`config.mk`:
```
export PLATFORM = sky130hd
export DESIGN_NAME = cache_ctrl_dm
export DESIGN_NICKNAME = d
export VERILOG_FILES = /design/src/rtl/cache_ctrl_dm.sv
export SDC_FILE = /design/constraint.sdc
export NUM_CORES = 1
export LEC_CHECK = 0
export ABC_AREA = 1
export ABC_CLOCK_PERIOD_IN_PS = 3600
export CAP_MARGIN = 15
export CORE_AREA = 2 2 131 133
export DETAILED_ROUTE_END_ITERATION = 7
export DIE_AREA = 0 0 133 135
export GPL_TIMING_DRIVEN = 0
export MAX_ROUTING_LAYER = met4
export PLACE_DENSITY = 0.73
export SLEW_MARGIN = 40
export SYNTH_ARGS = -nofsm -noshare
export SYNTH_HDL_FRONTEND = slang
export SYNTH_SLANG_ARGS = --single-unit
export TNS_END_PERCENT = 10
```
`constraint.sdc`:
```
create_clock -name clk -period 3.6 [get_ports clk]
set_clock_uncertainty 0.1 [all_clocks]
set_input_delay 0.54 -clock clk [delete_from_list [all_inputs] [get_ports clk]]
set_output_delay 0.54 -clock clk [all_outputs]
set_load 0.01 [all_outputs]
```
`src/rtl/cache_ctrl_dm.sv`:
```
// cache_ctrl_dm: direct-mapped, write-back, write-allocate cache controller.
// It drives a single cacheway (a data array with a 1-cycle registered read,
// and a tag array with a combinational read) and the main-memory bus.
// Tag word in the way: {valid, dirty, addr_tag}.
//
// Ports
//   clk, rst            clock, asynchronous active-high reset
//   a, d, rd, we        CPU word address / write data / read, write request
//   spo, ready          CPU read data / one-cycle completion pulse
//   mem_a, mem_d        memory word address / write data
//   mem_rd, mem_we      memory request, held until mem_ready
//   mem_spo, mem_ready  memory read data / completion pulse
//   way_en, way_we      way enable / data write enable
//   way_a, way_d        way address / write data
//   way_spo             way read data (registered)
//   way_tag_we          way tag write enable
//   way_tag_in          tag to store
//   way_tag_out         tag at the index of way_a
//   way_init_done       way tag sweep finished
//
// Optional feature, enabled by defining CACHE_STATS_EN:
//   hit_cnt, miss_cnt   first-lookup hit/miss counters (replays not counted)
//
// State     | meaning
// ----------+-----------------------------------------------------------
// S_INIT    | waiting for the way to finish clearing its tags
// S_IDLE    | waiting for a CPU request; the request gets latched here
// S_LOOKUP  | tag compare; a write hit updates data and sets dirty
// S_RESP    | ready pulse, read data returned from the way
// S_WB_RD   | reading victim word i from the way
// S_WB_WR   | writing victim word i to memory
// S_FILL    | reading word i from memory into the way
module cache_ctrl_dm #(
  parameter int LINES           = 128,
  parameter int WORDS_PER_BLOCK = 32,
  parameter int TAG_LENGTH      = 32 - 2 - $clog2(WORDS_PER_BLOCK) - $clog2(LINES) + 2
) (
  input  logic                  clk,
  input  logic                  rst,
  input  logic [31:0]           a,
  input  logic [31:0]           d,
  input  logic                  rd,
  input  logic                  we,
  output logic [31:0]           spo,
  output logic                  ready,
  output logic [31:0]           mem_a,
  output logic [31:0]           mem_d,
  output logic                  mem_rd,
  output logic                  mem_we,
  input  logic [31:0]           mem_spo,
  input  logic                  mem_ready,
  output logic                  way_en,
  output logic                  way_we,
  output logic [31:0]           way_a,
  output logic [31:0]           way_d,
  input  logic [31:0]           way_spo,
  output logic                  way_tag_we,
  output logic [TAG_LENGTH-1:0] way_tag_in,
  input  logic [TAG_LENGTH-1:0] way_tag_out,
  input  logic                  way_init_done
`ifdef CACHE_STATS_EN
  ,
  output logic [31:0]           hit_cnt,
  output logic [31:0]           miss_cnt
`endif
);

  localparam int OFF_W  = $clog2(WORDS_PER_BLOCK);
  localparam int IDX_W  = $clog2(LINES);
  localparam int ATAG_W = TAG_LENGTH - 2;

  typedef enum logic [2:0] {
    S_INIT, S_IDLE, S_LOOKUP, S_RESP, S_WB_RD, S_WB_WR, S_FILL
  } state_t;

  state_t            state_q, state_d;
  logic [ATAG_W-1:0] atag_q, old_tag_q;
  logic [IDX_W-1:0]  idx_q;
  logic [OFF_W-1:0]  off_q;
  logic [OFF_W-1:0]  cnt_q, cnt_d;
  logic [31:0]       d_q;
  logic              wr_q;

  logic tag_valid, tag_dirty, hit, last_word;
  logic unused_addr_bits;

  // Byte-lane bits of the CPU address carry no information for word access.
  assign unused_addr_bits = ^a[1:0];

  assign tag_valid = way_tag_out[TAG_LENGTH-1];
  assign tag_dirty = way_tag_out[TAG_LENGTH-2];
  assign hit       = tag_valid && (way_tag_out[ATAG_W-1:0] == atag_q);
  assign last_word = (cnt_q == '1);

  // State register
  always_ff @(posedge clk or posedge rst) begin
    if (rst) state_q <= S_INIT;
    else     state_q <= state_d;
  end

  // Next-state logic (also steps the line word counter)
  always_comb begin
    state_d = state_q;
    cnt_d   = cnt_q;
    case (state_q)
      S_INIT:   if (way_init_done) state_d = S_IDLE;
      S_IDLE:   if (rd || we) state_d = S_LOOKUP;
      S_LOOKUP: begin
        if (hit)                         state_d = S_RESP;
        else if (tag_valid && tag_dirty) state_d = S_WB_RD;
        else                             state_d = S_FILL;
      end
      S_RESP:   state_d = S_IDLE;
      S_WB_RD:  state_d = S_WB_WR;
      S_WB_WR: begin
        if (mem_ready) begin
          cnt_d   = cnt_q + 1'b1;
          state_d = last_word ? S_FILL : S_WB_RD;
        end
      end
      S_FILL: begin
        if (mem_ready) begin
          cnt_d = cnt_q + 1'b1;
          if (last_word) state_d = S_LOOKUP;
        end
      end
      default:  state_d = S_INIT;
    endcase
  end

  // Output logic
  always_comb begin
    ready      = 1'b0;
    spo        = '0;
    mem_a      = '0;
    mem_d      = '0;
    mem_rd     = 1'b0;
    mem_we     = 1'b0;
    way_en     = (state_q != S_INIT);
    way_we     = 1'b0;
    way_a      = {atag_q, idx_q, off_q, 2'b00};
    way_d      = d_q;
    way_tag_we = 1'b0;
    way_tag_in = {1'b1, 1'b1, atag_q};
    case (state_q)
      // Present the raw request address so the tag is ready next cycle.
      S_IDLE:   way_a = {a[31:2], 2'b00};
      S_LOOKUP: begin
        if (hit && wr_q) begin
          way_we     = 1'b1;
          way_tag_we = 1'b1;
        end
      end
      S_RESP: begin
        ready = 1'b1;
        if (!wr_q) spo = way_spo;
      end
      S_WB_RD:  way_a = {atag_q, idx_q, cnt_q, 2'b00};
      S_WB_WR: begin
        // way_a is held, so way_spo stays on word i for the whole transfer.
        way_a  = {atag_q, idx_q, cnt_q, 2'b00};
        mem_we = 1'b1;
        mem_a  = {old_tag_q, idx_q, cnt_q, 2'b00};
        mem_d  = way_spo;
      end
      S_FILL: begin
        way_a  = {atag_q, idx_q, cnt_q, 2'b00};
        way_d  = mem_spo;
        mem_rd = 1'b1;
        mem_a  = {atag_q, idx_q, cnt_q, 2'b00};
        if (mem_ready) begin
          way_we = 1'b1;
          if (last_word) begin
            way_tag_we = 1'b1;
            way_tag_in = {1'b1, 1'b0, atag_q};
          end
        end
      end
      default: ;
    endcase
  end

  // Request latch, victim tag and line word counter
  always_ff @(posedge clk or posedge rst) begin
    if (rst) begin
      atag_q    <= '0;
      idx_q     <= '0;
      off_q     <= '0;
      d_q       <= '0;
      wr_q      <= 1'b0;
      old_tag_q <= '0;
      cnt_q     <= '0;
    end else begin
      cnt_q <= cnt_d;
      if (state_q == S_IDLE && (rd || we)) begin
        atag_q <= a[31:IDX_W+OFF_W+2];
        idx_q  <= a[IDX_W+OFF_W+1:OFF_W+2];
        off_q  <= a[OFF_W+1:2];
        d_q    <= d;
        wr_q   <= we;
      end
      if (state_q == S_LOOKUP) old_tag_q <= way_tag_out[ATAG_W-1:0];
    end
  end

`ifdef CACHE_STATS_EN
  logic        replay_q;
  logic [31:0] hit_q, miss_q;

  // The lookup after a refill is a replay and is not counted again.
  always_ff @(posedge clk or posedge rst) begin
    if (rst) begin
      replay_q <= 1'b0;
      hit_q    <= '0;
      miss_q   <= '0;
    end else begin
      if (state_q == S_FILL && state_d == S_LOOKUP) replay_q <= 1'b1;
      else if (state_q == S_IDLE)                   replay_q <= 1'b0;
      if (state_q == S_LOOKUP && !replay_q) begin
        if (hit) hit_q  <= hit_q + 32'd1;
        else     miss_q <= miss_q + 32'd1;
      end
    end
  end

  assign hit_cnt  = hit_q;
  assign miss_cnt = miss_q;
`endif

endmodule
```
# [Word-level counts from Yosys, hierarchy flattened]
# Cells that the tools add are included.
[word_totals] out_inout_bits=186 elab_cells=60 regBits=89
[op_classes] reduce_logical=11 eq_ne=13 mux=27 n_addsub=1
[op_table] operator="32-bit two-way mux" n=4
[op_table] operator="32-bit one-hot mux with 2 select lines" n=2
[op_table] operator="19-bit two-way mux" n=3
[op_table] operator="3-bit one-hot mux with 7 select lines" n=1
[op_table] operator="18-bit == test" n=1
[op_table] operator="3-bit two-way mux" n=6
[op_table] operator="3-bit == test, second input constant" n=3
[op_table] operator="2-bit inequality test, second input constant" n=4
[op_table] operator="1-bit two-way mux" n=7
[op_table] operator="3-bit by 2-bit == test with 1-bit output, second input constant" n=2
[op_table] operator="5-bit by 1-bit adder with 5-bit output, second input constant" n=1
[op_table] operator="5-bit == test, second input constant" n=1
[op_table] operator="5-bit AND reduction" n=1
[op_table] operator="1-bit logical AND" n=4
[op_table] operator="2-bit two-way mux" n=2
[op_table] operator="1-bit one-hot mux with 2 select lines" n=2
[op_table] operator="3-bit by 1-bit == test with 1-bit output, second input constant" n=1
[op_table] operator="3-bit zero test" n=1
[op_table] operator="3-bit nonzero test" n=1
[op_table] operator="3-bit OR reduction" n=1
[op_table] operator="2-bit by 1-bit inequality test with 1-bit output, second input constant" n=1
[op_table] operator="2-bit AND reduction" n=1
[op_table] operator="2-bit OR reduction" n=1
[op_table] operator="1-bit logical OR" n=1

# [Logic depth before layout (Yosys ltp)]
[depth] word_depth=5 depth_mapped=11

# [Worst setup path after synthesis]
# Ideal clock, no wire load.
[synth_path] path_kind="register to output" from="register state_q[1]" to="output mem_d[10]" arrival_time_ns=1.353 path_slack_ns=1.607 stages_incl_launch_ff=8 required_ns=2.960 path_cell_list="dfrtp_1 inv_2 nand2_2 nor2_1 buf_2 inv_2 buf_2 nor2_1"
[synth_via] elab_chain_len=2
[synth_rtl] item="from (decl)" line_no="76" text="state_t state_q, state_d;"
[synth_rtl] item="from (signal assigned)" line_no="98" text="else state_q <= state_d;"
[synth_rtl] item="3-bit == test" line_no="145" text="case (state_q)"
[synth_rtl] item="32-bit two-way mux" line_no="145"
[synth_rtl] item="to (decl)" line_no="47" text="output logic [31:0] mem_d,"
# Every way passes these cells.

# [Worst setup path in the final report]
[layout_path] from="register state_q[0]" to="output mem_a[31]"
[layout_via] elab_chain_len=2 word_cells_on_any_way=3 classes_between="eq/ne (2); mux (1)"
[layout_rtl] item="3-bit == test" line_no="145"
[layout_rtl] item="32-bit one-hot mux with 2 select lines *" line_no="145"
[layout_rtl] item="to (decl)" line_no="46" text="output logic [31:0] mem_a,"
# Every way passes the cells marked *; elsewhere a longest branch is shown, timed or not.

==> results <==
==> through the flow <==
stage / cells / utilization [%]
6_report: 1327 / 57.0
5_1_grt: 1327 / 57.0
4_1_cts: 1323 / 57.0
3_5_place_dp: 1307 / 54.8
3_3_place_gp: 1306 / 54.6
2_1_floorplan: 754 / -
==> where the power goes <==
| part | switching (mW) | total, mW | internal (mW) |
|---|---|---|---|
| Clock | 0.432 | 1.12 | 0.688 |
| Combinational | 2.21 | 4.48 | 2.26 |
| Sequential | 0.299 | 1.80 | 1.50 |
| Total | 2.94 | 7.39 | 4.45 |
==> path summary, 6_finish.rpt <==
kind	endpoint	slack, ns	depth (start not counted)	start
worst min-delay path	old_tag_q[10]$_DFFE_PP0N_	0.39	2	old_tag_q[10]$_DFFE_PP0N_
worst min register to register	old_tag_q[10]$_DFFE_PP0N_	0.39	2	old_tag_q[10]$_DFFE_PP0N_
max in group asynchronous	old_tag_q[14]$_DFFE_PP0N_	2.34	3	rst
worst max-delay path	mem_a[31]	0.18	7	state_q[0]$_DFFE_PP0P_
min in group asynchronous	d_q[8]$_DFFE_PP0P_	0.45	2	rst
worst max register to register	atag_q[15]$_DFFE_PP0P_	1.63	8	state_q[1]$_DFFE_PP0P_
==> cells by family after synthesis <==
kind of cell    synth area share [%]
simple gates                    27.8
buf+inv                         11.0
compound gates                  10.2
flops                           41.6
mux                             8.35
xor+xnor                       0.491
fa+ha+maj                      0.467
other cells                    0.140
==> critical path: stages (launching register included) <==
cell,delay (ns)
dfrtp_1,0.43
inv_1,0.11
nand2_1,0.12
nor2_4,0.35
inv_2,0.19
clkbuf_1,0.36
o22ai_1,0.26
clkdlybuf4s50_1,0.61
==> what timing repair did <==
item / in CTS / in global routing
setup buffers: 0 / 0
endpoints found under the setup margin: 0 / 1
resized for setup: 0 / 1
==> final cells by class <==
cell class              instances  area, um2
plain buffers                  41        226
flip-flops and latches         89       2230
fillers                      1520       7050
repair buffers                333       3350
inverters                      96        365
clock inverters                 7        126
well taps                     220        275
multi-input cells             528       2550
diodes                          4       10.0
clock buffers                   9        225
==> cells in the mapped netlist <==
library cell	n
xor2_1	3
inv_2	6
o221ai_1	4
o22ai_1	1
conb_1	2
buf_4	7
nor2_2	1
a21oi_1	27
buf_2	7
nand2_1	245
o21ai_1	2
or2_1	1
a21boi_0	1
ha_1	2
nor2_1	119
clkbuf_1	22
inv_1	90
nand4_1	4
o21ai_0	67
nand2_2	2
buf_6	5
mux2_4	20
nor2_4	4
dfrtp_1	89
nand3_1	4
or2_2	1
mux2_2	13
o21ai_2	1
o211ai_1	1
==> metal layers <==
layer  vias up  wire [um]
met5         -          0
met4         0        871
met3        41       1410
met2       278      11500
met1      2731       8070
li1       2991          -
==> state kept, by name, indices dropped and copies added, names as in the netlist <==
signal / count
old_tag_q: 18
off_q: 5
cnt_q: 5
wr_q: 1
atag_q: 18
idx_q: 7
d_q: 32
state_q: 3
==> flow_summary.ini <==
[status]
outcome = completed

[timing]
layout_min_cycle_time_ns = 3.42
holdWs_ns = 0.391
setup_viol = 0
setup_tns_ns = 0
hold_viol_final = 0
rsz0062_at_grt = false
fmax_mhz = 292
setup_slack_ns = 0.177
drv_slew = 0
slew_headroom_pct = 53.6
worst_slew_pin_slew_ns = 0.689
post-route-period-util_pct = 95.1

[finish]
syn_to_final_growth_pct = 74.8
layout_common_cells = clkdlybuf4s50_1 (332), nand2_1 (245), nor2_1 (119)
num-nets-final = 1254
drive_gt1_share_pct = 7.71
fin_area_um2 = 9360
mostFrequentLayoutCell = clkdlybuf4s50_1

[grt]
use_met3_pct = 5.33
grt_usage_pct = 25.0
antenna_found_initial = 4
use_met2_pct = 44.3
grt_max_degree = 59
met1_usage_pct = 26.4
grt_pass1_vias = 6003
grt-ovfl-total = 0
top_usage_layer = met2
grt_pass1_wl_mm = 33.0

[power]
totalPowerFinal_mw = 7.39
power.density_nw_per_um2 = 790
power.leakage_nw = 4.43
peakVddDrop_uv = 478

[yosys]
yosys.cell_types.count = 29
yosys-top-cells-area = dfrtp_1 (42%), nand2_1 (17%), nor2_1 (8.3%)
synth.yosys.seq_area_share_pct = 41.6
syn_inst = 751
synth_area_per_cell_um2 = 7.13
netlist.top_cell.by_area = dfrtp_1
synth_seq_cells = 89
synth_top_area_share_pct = 41.6
synth_warnings = 0
syn-cell-area_um2 = 5350

[route]
drt.antenna.violating_nets = 0
vias = 6041
vias_per_cell = 4.55
drt_pre_antenna_iters = 4
drc = 0
drt_iter0_drc = 297
finalWirelength_mm = 21.9
wl_per_cell_um = 16.5

[floorplanning]
fp-row-count = 47
start_util_pct = 32.6
die_h_um = 135
die_area_um2 = 18000
dieWidth_um = 133
coreArea_um2 = 16400
io_pins = 340

[clocking]
cts.sink_count = 89
clock_latency_ns = 0.34
cts_max_path_buffers = 2
htree_levels = 3
cts_tree = yes
ctsHoldBuffers = 0
cts_root_buf = clkbuf_16
cts.clk_slew.worst_paths_ns = 0.07
numCtsBuffers = 9

[worst_setup_path]
cp_max_fo = 10
criticalPathCategory = register to primary output
crit_required_ns = 2.96
cp-end-kind = primary output
critPathLaunchType = register
worstPathArrival_ns = 2.78

[placed_design]
gp_congestion = 0.895
dpl_cell_area_um2 = 8990
port_buffers = 332
dp_slack_ns = 0.326
dp_hpwl_mm = 17.6

[job]
cap_violations = 0

[worst_hold_path]
hold_path_class = register to register
(Power assumes the default switching activity.)
